$ cat config.mk
export PLATFORM = sky130hd
export DESIGN_NAME = hazard_scoreboard_flat
export DESIGN_NICKNAME = d
export VERILOG_FILES = /design/src/rtl/hazard_scoreboard_pkg.sv /design/src/rtl/hazard_scoreboard_if.sv /design/src/rtl/hazard_scoreboard_match.sv /design/src/rtl/hazard_scoreboard.sv /design/src/flat_wrapper.sv
export SDC_FILE = /design/constraint.sdc
export NUM_CORES = 1
export LEC_CHECK = 0
export ABC_AREA = 1
export ABC_CLOCK_PERIOD_IN_PS = 1900
export CORE_UTILIZATION = 56
export CTS_CLUSTER_DIAMETER = 80
export DETAILED_ROUTE_END_ITERATION = 6
export GPL_TIMING_DRIVEN = 0
export PLACE_DENSITY = 0.85
export SLEW_MARGIN = 10
export SYNTH_ARGS = -nofsm -noshare
export SYNTH_HDL_FRONTEND = slang
export SYNTH_SLANG_ARGS = --single-unit
$ cat constraint.sdc
create_clock -name clk -period 1.9 [get_ports clk]
set_input_delay 0.285 -clock clk [delete_from_list [all_inputs] [get_ports clk]]
set_output_delay 0.285 -clock clk [all_outputs]
set_load 0.05 [all_outputs]
$ cat src/rtl/hazard_scoreboard_pkg.sv
// Shared entry type and constants for the hazard scoreboard.
// Entry fields are sized to fixed maxima so one struct serves every parameterisation.
package hazard_pkg;

   localparam int ADDR_MAX_W = 8;
   localparam int CNT_MAX_W  = 4;

   localparam int FWD_RF   = 0;
   localparam int LAT_ALU  = 1;
   localparam int LAT_LOAD = 2;

   typedef struct packed {
      logic                  valid;
      logic                  wr;
      logic [ADDR_MAX_W-1:0] addr;
      logic [CNT_MAX_W-1:0]  cnt;
   } sb_entry_t;

   function automatic logic [CNT_MAX_W-1:0] cnt_dec(input logic [CNT_MAX_W-1:0] c);
      return (c == '0) ? c : c - CNT_MAX_W'(1);
   endfunction

endpackage

$ cat src/rtl/hazard_scoreboard_if.sv
// Decode-side bundle between the decode stage and the hazard scoreboard.
// The master side is decode or a testbench; the slave side is the scoreboard.
interface hazard_scoreboard_if #(
   parameter int REG_W  = 3,
   parameter int NUM_RD = 2,
   parameter int DEPTH  = 3,
   parameter int LAT_W  = 2,
   parameter int SEL_W  = $clog2(DEPTH+1)
);
   logic                    ext_stall;
   logic                    flush;
   logic                    dec_valid;
   logic                    dec_wr;
   logic [REG_W-1:0]        dec_waddr;
   logic [LAT_W-1:0]        dec_lat;
   logic [NUM_RD-1:0]       rd_en;
   logic [NUM_RD*REG_W-1:0] rd_addr;
   logic [NUM_RD*SEL_W-1:0] fwd_sel;
   logic                    stall;
   logic                    err;

   modport master (
      output ext_stall, flush, dec_valid, dec_wr, dec_waddr, dec_lat, rd_en, rd_addr,
      input  fwd_sel, stall, err
   );

   modport slave (
      input  ext_stall, flush, dec_valid, dec_wr, dec_waddr, dec_lat, rd_en, rd_addr,
      output fwd_sel, stall, err
   );

endinterface

$ cat src/rtl/hazard_scoreboard_match.sv
// Youngest-match priority search for one read port over the tracked stages.
// search_mask bit j enables stage j+1; the lowest enabled matching stage wins.
module sb_port_match
   import hazard_pkg::*;
#(
   parameter int DEPTH = 3,
   parameter int SEL_W = $clog2(DEPTH+1)
) (
   input  sb_entry_t [DEPTH-1:0] ent,
   input  logic [DEPTH-1:0]      search_mask,
   input  logic                  en,
   input  logic [ADDR_MAX_W-1:0] addr,
   output logic                  hit,
   output logic                  ready,
   output logic [SEL_W-1:0]      stage
);

   always_comb begin
      hit   = 1'b0;
      ready = 1'b0;
      stage = '0;
      // Walk oldest to youngest so the youngest match is the last one written.
      for (int j = DEPTH-1; j >= 0; j--) begin
         if (en && search_mask[j] && ent[j].valid && ent[j].wr && (ent[j].addr == addr)) begin
            hit   = 1'b1;
            ready = (ent[j].cnt == '0);
            stage = SEL_W'(j+1);
         end
      end
   end

endmodule

$ cat src/rtl/hazard_scoreboard.sv
// Hazard/forwarding scoreboard: tracks in-flight writes across DEPTH stages and
// produces per-port forward selects and a decode stall. Macro: HAZ_REGFILE_BYPASS_EN.
module hazard_scoreboard
   import hazard_pkg::*;
#(
   parameter int REG_W  = 3,
   parameter int NUM_RD = 2,
   parameter int DEPTH  = 3,
   parameter int LAT_W  = 2,
   parameter int SEL_W  = $clog2(DEPTH+1)
) (
   input logic                clk,
   input logic                rst,
   hazard_scoreboard_if.slave bus
);

`ifdef HAZ_REGFILE_BYPASS_EN
   localparam logic [DEPTH-1:0] SEARCH_MASK = {DEPTH{1'b1}};
`else
   // Register file is write-before-read, so the WB stage never needs forwarding.
   localparam logic [DEPTH-1:0] SEARCH_MASK = {DEPTH{1'b1}} >> 1;
`endif

   sb_entry_t [DEPTH-1:0]             ent;
   sb_entry_t [DEPTH-1:0]             ent_nxt;
   logic                              err_q;
   logic                              err_nxt;
   logic [NUM_RD-1:0]                 hit;
   logic [NUM_RD-1:0]                 ready;
   logic [NUM_RD-1:0][SEL_W-1:0]      stage;

   for (genvar i = 0; i < NUM_RD; i++) begin : g_port
      sb_port_match #(
         .DEPTH (DEPTH),
         .SEL_W (SEL_W)
      ) u_match (
         .ent         (ent),
         .search_mask (SEARCH_MASK),
         .en          (bus.rd_en[i]),
         .addr        (ADDR_MAX_W'(bus.rd_addr[i*REG_W +: REG_W])),
         .hit         (hit[i]),
         .ready       (ready[i]),
         .stage       (stage[i])
      );
   end

   always_comb begin
      bus.fwd_sel = '0;
      for (int i = 0; i < NUM_RD; i++) begin
         bus.fwd_sel[i*SEL_W +: SEL_W] = (hit[i] && ready[i]) ? stage[i] : SEL_W'(FWD_RF);
      end
   end

   assign bus.stall = bus.dec_valid & |(hit & ~ready);
   assign bus.err   = err_q;

   always_comb begin
      ent_nxt = ent;
      err_nxt = err_q;
      if (!bus.ext_stall) begin
         for (int j = DEPTH-1; j >= 1; j--) begin
            ent_nxt[j]     = ent[j-1];
            ent_nxt[j].cnt = cnt_dec(ent[j-1].cnt);
            // The instruction leaving stage 1 on a redirect is wrong-path.
            if (j == 1 && bus.flush) begin
               ent_nxt[j].valid = 1'b0;
            end
         end
         ent_nxt[0].valid = bus.dec_valid & ~bus.stall & ~bus.flush;
         ent_nxt[0].wr    = bus.dec_wr;
         ent_nxt[0].addr  = ADDR_MAX_W'(bus.dec_waddr);
         // An illegal zero latency is flagged below and tracked as ready.
         ent_nxt[0].cnt   = (bus.dec_lat == '0) ? '0 : CNT_MAX_W'(bus.dec_lat - LAT_W'(1));
      end
      if (bus.dec_valid && bus.dec_wr && (bus.dec_lat == '0)) begin
         err_nxt = 1'b1;
      end
      if (int'(bus.dec_lat) > DEPTH) begin
         err_nxt = 1'b1;
      end
      // A writer still counting with fewer stages left than its count can never become ready.
      for (int j = 0; j < DEPTH; j++) begin
         if (ent[j].valid && ent[j].wr && (int'(ent[j].cnt) > DEPTH-1-j)) begin
            err_nxt = 1'b1;
         end
      end
   end

   always_ff @(posedge clk or negedge rst) begin
      if (!rst) begin
         ent   <= '0;
         err_q <= 1'b0;
      end else begin
         ent   <= ent_nxt;
         err_q <= err_nxt;
      end
   end

endmodule

$ cat src/flat_wrapper.sv
// flat-port wrapper written by rule: the top's interface ports become plain ports
module hazard_scoreboard_flat import hazard_pkg::*;
#(
   parameter int REG_W  = 3,
   parameter int NUM_RD = 2,
   parameter int DEPTH  = 3,
   parameter int LAT_W  = 2,
   parameter int SEL_W  = $clog2(DEPTH+1)
)
  (clk, rst, bus_ext_stall, bus_flush, bus_dec_valid, bus_dec_wr, bus_dec_waddr, bus_dec_lat, bus_rd_en, bus_rd_addr, bus_fwd_sel, bus_stall, bus_err);
  hazard_scoreboard_if #(.REG_W(REG_W), .NUM_RD(NUM_RD), .DEPTH(DEPTH), .LAT_W(LAT_W), .SEL_W(SEL_W)) bus_i ();
  input logic clk;
  input logic rst;
  input wire logic [$bits(bus_i.ext_stall)-1:0] bus_ext_stall;
  input wire logic [$bits(bus_i.flush)-1:0] bus_flush;
  input wire logic [$bits(bus_i.dec_valid)-1:0] bus_dec_valid;
  input wire logic [$bits(bus_i.dec_wr)-1:0] bus_dec_wr;
  input wire logic [$bits(bus_i.dec_waddr)-1:0] bus_dec_waddr;
  input wire logic [$bits(bus_i.dec_lat)-1:0] bus_dec_lat;
  input wire logic [$bits(bus_i.rd_en)-1:0] bus_rd_en;
  input wire logic [$bits(bus_i.rd_addr)-1:0] bus_rd_addr;
  output wire logic [$bits(bus_i.fwd_sel)-1:0] bus_fwd_sel;
  output wire logic [$bits(bus_i.stall)-1:0] bus_stall;
  output wire logic [$bits(bus_i.err)-1:0] bus_err;
  assign bus_i.ext_stall = bus_ext_stall;
  assign bus_i.flush = bus_flush;
  assign bus_i.dec_valid = bus_dec_valid;
  assign bus_i.dec_wr = bus_dec_wr;
  assign bus_i.dec_waddr = bus_dec_waddr;
  assign bus_i.dec_lat = bus_dec_lat;
  assign bus_i.rd_en = bus_rd_en;
  assign bus_i.rd_addr = bus_rd_addr;
  assign bus_fwd_sel = bus_i.fwd_sel;
  assign bus_stall = bus_i.stall;
  assign bus_err = bus_i.err;
  hazard_scoreboard #(.REG_W(REG_W), .NUM_RD(NUM_RD), .DEPTH(DEPTH), .LAT_W(LAT_W), .SEL_W(SEL_W)) u_core (.clk(clk), .rst(rst), .bus(bus_i));
endmodule
==> flow_summary_export.csv, run 1 <==
group,metric,value,unit
critical_path,cp_slowest_cell,"clkdlybuf4s50_1",
logic_synthesis,synth_edf_count,0,
floorplanning,start_util,0.616,
critical_path,cp_cell_sequence,"clkdlybuf4s50_1 -> xor2_1 -> nor2_1 -> buf_4 -> nand3_1 -> nand2_1 -> a21oi_2 -> buf_6",
min_path,min_to,"u_core.ent[28]$_DFFE_PN0N_",
clocking,cts_max_level,1,
route,drc,0,
clocking,cts-root-buf,"clkbuf_4",
route,finalWirelength,3670,um
critical_path,required,1.62,ns
sta,finClkSkew,0.0184,ns
logic_synthesis,syn-num-nets,216,
logic_synthesis,synthDistinctLibCells,24,
sta,hold_viol,0,
critical_path,crit_arrival,1.75,ns
sta,slew_headroom,0.270,
route,vias,1409,
place,dp.cells,243,
run_status,violations,"setup timing",
global_route,grt_pass1_vias,1394,
sta,worstMarginPinSlew,1.09,ns
route,initialDrtViolationCount,65,
pwr,power.total,1.37,mW
run,maxCapViolCount,0,
route,dr.pass1.iters,4,
clocking,cts_tree,"yes",
place,numPortBuffers,24,
finish,layout_commonest_cell,"nand2_1",
global_route,antenna_found_initial,0,
global_route,grt_pass1_wl,5710,um
place,routabilityCongestion,0.800,
finish,multi_input_area,707,um2
global_route,grt_overflow_total,0,
finish,nFillCells,160,
logic_synthesis,async_flop_share,1.00,
min_path,hold_depth,2,
floorplanning,dieHeight,52.3,um
logic_synthesis,avgSynthCellArea,7.41,um2
logic_synthesis,ys_seq_area_frac,0.424,
finish,synthToLayoutAreaGrowth,30.9,%
floorplanning,boundaryPins,25,
sta,grt_setup_unrepaired,"true",
critical_path,path_delay_family,"buffers and inverters",
critical_path,rrSetupSlack,0.59,ns
sta,finalCritPeriodShare,1.07,
critical_path,cp_max_fo,3,
pwr,power_leakage,0.959,nW
logic_synthesis,ys_warn_count,0,
floorplanning,dieArea,2730,um2
critical_path,r2r-end,"u_core.ent[13]$_DFFE_PN0N_",
sta,drv_slew,0,
min_path,hold_path.class,"reg2reg",
logic_synthesis,synth_top_area_frac,0.424,
floorplanning,core,2300,um2
critical_path,crit_path_start_kind,"input port",
logic_synthesis,synth.area.top_cells,"dfrtp_1, nand2_1, inv_1, o21ai_0, ha_1",
global_route,grt_use_total,0.285,
sta,hold_ws,0.497,ns
run_status,status,"finished with violations",
sta,setup_violations,1,
logic_synthesis,ys_ff_latch,24,
critical_path,endpoint_kind,"output port",
min_path,hold_start,"u_core.ent[28]$_DFFE_PN0N_",
logic_synthesis,synth_area,1420,um2
route,vias_per_cell,5.50,
clocking,numCtsBuffers,3,
route,final_antenna_net_count,0,
floorplanning,rows,17,
sta,fin_ws,-0.134,ns
pwr,cellPowerDensity,741,nW/um2
finish,finalNetCount,254,
critical_path,r2r-start,"u_core.ent[5]$_DFFE_PN0N_",
sta,finalCriticalPeriod,2.03,ns
floorplanning,die_w,52.3,um
critical_path,slowest_delay,0.52,ns
finish,diodes,0,
clocking,cts.path.max_buffers,2,
place,dp_hpwl,2420,um
critical_path,path_buf_inv,3,
logic_synthesis,synthFlopType,"dfrtp_1",
pwr,irDropWorstVdd,0.650,mV
logic_synthesis,yosys.area.top_type,"dfrtp_1",
sta,max_freq,0.492,GHz
route,route.detailed.wl_per_inst,14.3,um
finish,layout.cells.non_filler,256,
finish,drive_gt1_frac,0.206,
clocking,cts.reportedPaths.clkPinSlew,0.13,ns
logic_synthesis,synthCells,191,
critical_path,path_class,"in2out",
global_route,grt_start_max_net_pins,25,
clocking,clkLatencyLatePin,0.33,ns
critical_path,reg2regPathDepth,7,
clocking,cts.sinks,24,
finish,seq_area,601,um2
finish,final_cell_mix,"nand2_1, dfrtp_1, inv_1",
[layout make-up]
type / instances / area share
sequential: 24 / 0.324
clock inverter: 1 / 0.0162
tap: 28 / 0.0189
buffer: 4 / 0.0101
multi-input combinational: 132 / 0.382
clock buffer: 3 / 0.0122
inverter: 31 / 0.0628
timing repair buffer: 33 / 0.174
[metrics by stage]
step           worst slack, ns  area (um2)   util  setup TNS, ns
6_report                -0.134        1850  0.806         -0.134
4_1_cts                -0.0974        1770  0.770        -0.0974
2_1_floorplan            0.157        1420      -              0
3_5_place_dp            -0.730        1690  0.736          -2.67
3_3_place_gp            -0.640        1690  0.736          -2.41
5_1_grt                 -0.198        1850  0.806         -0.220
[kinds of logic after synthesis]
group | after synthesis | synth area share
fa+ha+maj | 6 | 0.0530
flops | 24 | 0.424
xor+xnor | 7 | 0.0433
compound gates | 32 | 0.129
simple gates | 87 | 0.255
buf+inv | 35 | 0.0955
[flip-flops by register name, summed over array words and instances, names as in the netlist]
register	flops
u_core.bus.err	1
u_core.ent	23
[cell usage after synthesis (all sizes together), types with 2 or more instances]
cell	count
nand2	62
inv	31
dfrtp	24
o21ai	20
nor2	12
nand3	10
ha	6
xor2	5
a21oi	4
buf	3
o211ai	3
o22ai	3
xnor2	2
[per-layer routing]
layer	wire (um)	track usage	vias up
met2	1850	0.528	69
met5	0	0	-
met3	270	0.0406	8
met1	1490	0.330	654
met4	56	0.105	0
li1	-	-	678
[timing repair]
item / in CTS / in global routing
gates resized for setup: 32 / 21
setup buffers: 4 / 5
pin swaps: 2 / 4
cloned: 0 / 0
endpoints found under the setup margin: 5 / 5
hold buffers: 0 / 0
[worst max path at each step]
stage | from | to | slack [ns] | cells past startpoint
floorplan | u_core.ent[14]$_DFFE_PN0N_ | bus_stall | 0.16 | 7
CTS | u_core.ent[5]$_DFFE_PN0N_ | bus_stall | -0.1 | 7
finish | bus_rd_addr[4] | bus_stall | -0.13 | 8
detailed placement | bus_rd_addr[4] | bus_stall | -0.73 | 10
global placement | bus_rd_addr[4] | bus_stall | -0.64 | 10
global route | u_core.ent[26]$_DFFE_PN0N_ | bus_stall | -0.20 | 9
[report_power, final]
| part | switching [mW] | total, mW | internal (mW) | leakage (nW) |
|---|---|---|---|---|
| clock | 0.167 | 0.381 | 0.213 | 0.0279 |
| combinational | 0.207 | 0.367 | 0.160 | 0.631 |
| sequential | 0.0480 | 0.624 | 0.576 | 0.300 |
| total | 0.422 | 1.37 | 0.949 | 0.959 |
[tightest hold or removal path, delay by kind of cell, from the launching register on]
family | cells | cell delay (ns)
AO/OA/AOI/OAI | 1 | 0.06
flip-flops | 1 | 0.37
AND/OR/NAND/NOR | 1 | 0.05
(Power assumes the default switching activity.)
==> run 2: changes to the inputs <==
SKIP_CTS_REPAIR_TIMING = 1   (was default)
==> flow_summary_export.csv, run 2 (synthesis gave the netlist of run 1 again) <==
group,metric,value,unit
sta,drv_slew,0,
route,vias_per_cell,5.62,
sta,hold_viol,0,
critical_path,endpoint,"bus_stall",
floorplanning,die_w,52.3,um
floorplanning,dieHeight,52.3,um
sta,slew_headroom,0.282,
floorplanning,core,2300,um2
run_status,status,"finished with violations",
sta,finClkSkew,0.00556,ns
finish,final_util,0.810,
global_route,grt_pass1_wl,5460,um
global_route,grt_start_max_net_pins,25,
finish,layout_commonest_cell,"nand2_1",
critical_path,required,1.62,ns
critical_path,cp_max_fo,5,
critical_path,path_class,"reg2out",
route,route.detailed.wl_per_inst,14.7,um
clocking,numCtsBuffers,3,
route,initialDrtViolationCount,57,
route,vias,1439,
critical_path,rrSetupSlack,0.52,ns
finish,diodes,0,
clocking,cts.path.max_buffers,2,
floorplanning,rows,17,
floorplanning,start_util,0.616,
finish,final_area,1860,um2
global_route,antenna_found_initial,0,
pwr,irDropWorstVdd,0.658,mV
route,drc,0,
sta,setup_tns,-0.170,ns
critical_path,reg2regPathDepth,8,
place,preCtsSetupSlack,-0.730,ns
finish,regMostFlops,"u_core.ent",
sta,setup_violations,3,
clocking,cts_tree,"yes",
sta,finalCriticalPeriod,2.03,ns
critical_path,cp-startpoint,"u_core.ent[1]$_DFFE_PN0N_",
global_route,grt_pass1_vias,1368,
pwr,cellPowerDensity,740,nW/um2
finish,synthToLayoutAreaGrowth,31.6,%
sta,finalCritPeriodShare,1.07,
route,dr.pass1.iters,4,
min_path,hold_start,"u_core.ent[28]$_DFFE_PN0N_",
finish,finalNetCount,254,
sta,max_freq,0.493,GHz
critical_path,endpoint_kind,"output port",
place,dp.cells,243,
finish,layout.cells.non_filler,256,
clocking,cts.reportedPaths.clkPinSlew,0.14,ns
global_route,grt_overflow_total,0,
min_path,hold_path.class,"reg2reg",
route,final_antenna_net_count,0,
route,finalWirelength,3770,um
floorplanning,dieArea,2730,um2
global_route,grt_use_total,0.273,
pwr,power.total,1.38,mW
place,dp_hpwl,2420,um
critical_path,r2r-end,"u_core.ent[13]$_DFFE_PN0N_",
sta,hold_ws,0.498,ns
clocking,cts_max_level,1,
place,place_area,1690,um2
clocking,cts.sinks,24,
critical_path,crit_path_start_kind,"register",
sta,grt_setup_unrepaired,"true",
place,routabilityCongestion,0.800,
run_status,violations,"setup timing",
finish,final_cell_mix,"nand2_1, dfrtp_1, inv_1",
floorplanning,boundaryPins,25,
clocking,cts-root-buf,"clkbuf_4",
run,maxCapViolCount,0,
sta,worstMarginPinSlew,1.07,ns
pwr,power_leakage,0.957,nW
sta,fin_ws,-0.129,ns
critical_path,crit_arrival,1.74,ns
place,numPortBuffers,24,
finish,largest_register_ffs,23,
clocking,clkLatencyLatePin,0.33,ns
critical_path,r2r-start,"u_core.ent[1]$_DFFE_PN0N_",
finish,drive_gt1_frac,0.219,
run 2: changes by cell type in the layout (fill, tap and decap cells not counted):
cell / delta
nand2_1: -1
ha_1: -1
ha_2: +1
nand3_2: +1
nand3_1: -1
nand2_2: +1
run 2: routing by layer:
layer  GRT usage  routed length [um]  up-vias
li1            -                   -      677
met1       0.310                1380      677
met2       0.506                1980       76
met3      0.0406                 336        9
met4       0.110                  72        0
met5           0                   0        -
run 2: critical path, cell delays in order, from the launching register on:
cell and delay (ns):
dfrtp_1 0.41, inv_2 0.08, ha_1 0.21, nand2_2 0.11, inv_1 0.08, nand3_1 0.10
nand2_1 0.10, a21oi_2 0.16, buf_6 0.17
run 2: worst min path at each step:
stage / to / slack, ns / depth (start not counted)
finish: u_core.ent[28]$_DFFE_PN0N_ / 0.50 / 2
detailed placement: u_core.ent[14]$_DFFE_PN0N_ / 0.46 / 1
floorplan: u_core.bus.err$_DFFE_PN0P_ / -0.01 / 0
global route: u_core.ent[5]$_DFFE_PN0N_ / 0.51 / 3
CTS: u_core.ent[14]$_DFFE_PN0N_ / 0.48 / 1
global placement: u_core.ent[14]$_DFFE_PN0N_ / 0.44 / 1
run 2: cell type report:
| cell class | count | area, um2 |
|---|---|---|
| Tap cell | 28 | 35.0 |
| Fill cell | 157 | 435 |
| Buffer | 4 | 18.8 |
| Clock inverter | 1 | 30.0 |
| Inverter | 31 | 116 |
| Multi-Input combinational cell | 132 | 717 |
| Clock buffer | 3 | 22.5 |
| Sequential cell | 24 | 601 |
| Timing Repair Buffer | 33 | 322 |
run 2: where the power goes:
group	internal, mW	switching [mW]
sequential	0.576	0.0485
clock	0.214	0.172
combinational	0.159	0.208
==> run 3: changes to the inputs <==
PLACE_DENSITY = 0.92   (was 0.85)
TNS_END_PERCENT = 10   (was default)
==> flow_summary_export.csv, run 3 (synthesis gave the netlist of run 1 again) <==
group,metric,value,unit
finish,largest_register_ffs,23,
sta,finClkSkew,0.00865,ns
floorplanning,dieHeight,52.3,um
critical_path,cp_cell_sequence,"nand2_1 -> inv_2 -> o21ai_1 -> nor2_2 -> nand2_1 -> nand2_1 -> nand2_2 -> a21oi_2 -> buf_6",
global_route,grt_pass1_wl,5740,um
critical_path,path_class,"reg2out",
floorplanning,die_w,52.3,um
critical_path,cp_max_fo,3,
finish,synthToLayoutAreaGrowth,35.5,%
clocking,cts.reportedPaths.clkPinSlew,0.14,ns
critical_path,path_buf_inv,2,
critical_path,crit_arrival,1.74,ns
run_status,status,"finished with violations",
critical_path,crit_path_start_kind,"register",
critical_path,crit_path_frequent_cell,"nand2_1",
pwr,cellPowerDensity,752,nW/um2
route,route.detailed.wl_per_inst,17.3,um
critical_path,required,1.62,ns
finish,drive_gt1_frac,0.254,
clocking,cts-root-buf,"clkbuf_4",
sta,setup_tns,-0.213,ns
sta,drv_slew,0,
route,vias,1531,
global_route,grt_use_total,0.290,
place,preCtsSetupSlack,-0.663,ns
floorplanning,start_util,0.616,
critical_path,slowest_delay,0.41,ns
pwr,power.total,1.44,mW
critical_path,path_delay_family,"simple AND/OR/NAND/NOR gates",
place,numPortBuffers,24,
min_path,hold_depth,3,
sta,finalCritPeriodShare,1.07,
floorplanning,dieArea,2730,um2
sta,max_freq,0.493,GHz
critical_path,reg2regPathDepth,6,
sta,fin_ws,-0.127,ns
floorplanning,rows,17,
route,final_antenna_net_count,0,
finish,nFillCells,125,
place,dp.cells,243,
sta,setup_violations,3,
global_route,grt_pass1_vias,1372,
clocking,clkLatencyLatePin,0.34,ns
sta,grt_setup_unrepaired,"true",
critical_path,cp_slowest_cell,"dfrtp_1",
place,routabilityCongestion,0.872,
route,vias_per_cell,5.89,
clocking,cts.sinks,24,
floorplanning,core,2300,um2
critical_path,endpoint_kind,"output port",
route,initialDrtViolationCount,106,
floorplanning,boundaryPins,25,
sta,worstMarginPinSlew,1.12,ns
global_route,grt_overflow_total,0,
finish,final_cell_mix,"nand2_1, dfrtp_1, inv_1",
clocking,cts.path.max_buffers,2,
finish,layout_commonest_cell,"nand2_1",
finish,finalNetCount,258,
clocking,cts_tree,"yes",
pwr,irDropWorstVdd,0.691,mV
route,dr.pass1.iters,5,
finish,layout.cells.non_filler,260,
pwr,power_leakage,0.978,nW
finish,diodes,0,
sta,hold_viol,0,
finish,regMostFlops,"u_core.ent",
route,drc,0,
critical_path,worst-path-stages,9,
min_path,hold_path.class,"in2reg",
sta,finalCriticalPeriod,2.03,ns
sta,slew_headroom,0.254,
route,finalWirelength,4500,um
run_status,violations,"setup timing",
place,dp_hpwl,2500,um
run,maxCapViolCount,0,
clocking,numCtsBuffers,3,
finish,final_util,0.835,
critical_path,rrSetupSlack,0.50,ns
global_route,grt_start_max_net_pins,25,
clocking,cts_max_level,1,
global_route,antenna_found_initial,0,
## run 3: report_power, final
group,total (mW),internal (mW),switching (mW)
logic,0.423,0.183,0.240
clock network,0.390,0.214,0.176
registers,0.630,0.576,0.0543
## run 3: worst register-to-register path, stage by stage (launching register included)
cell and delay (ns):
dfrtp_1 0.44, inv_2 0.12, buf_4 0.13, ha_1 0.19, o21ai_0 0.12, a21oi_1 0.20, nand2_1 0.09
## run 3: path summary, 6_finish.rpt
| kind | endpoint | start |
|---|---|---|
| max in group asynchronous | u_core.ent[19]$_DFFE_PN0N_ | rst |
| min in group asynchronous | u_core.ent[17]$_DFFE_PN0N_ | rst |
| setup reg to reg | u_core.bus.err$_DFFE_PN0P_ | u_core.ent[14]$_DFFE_PN0N_ |
| hold reg to reg | u_core.ent[14]$_DFFE_PN0N_ | u_core.ent[0]$_DFFE_PN0N_ |
| setup / recovery | bus_stall | u_core.ent[13]$_DFFE_PN0N_ |
| hold / removal | u_core.ent[12]$_DFFE_PN0N_ | bus_dec_wr |
## run 3: metrics by stage
stage | instance area [um2] | hold slack (ns)
final | 1920 | 0.506
after global routing | 1920 | 0.516
after CTS | 1740 | 0.484
after detailed placement | 1690 | 0.465
after global placement | 1690 | 0.453
after floorplan | 1420 | -0.0106
## run 3: cell type report
cell class	instances	area (um2)	share of cell area
clock buffer	3	22.5	0.0117
clock inverter	1	30.0	0.0157
multi-input combinational	132	747	0.389
sequential	24	601	0.313
inverter	31	116	0.0607
timing repair buffer	37	348	0.181
tap	28	35.0	0.0183
buffer	4	18.8	0.00978
## run 3: layer usage
layer	up-vias	track usage	wire, um
li1	682	-	-
met1	727	0.356	1620
met2	105	0.496	2340
met3	17	0.0406	393
met4	0	0.145	143
met5	-	0	0
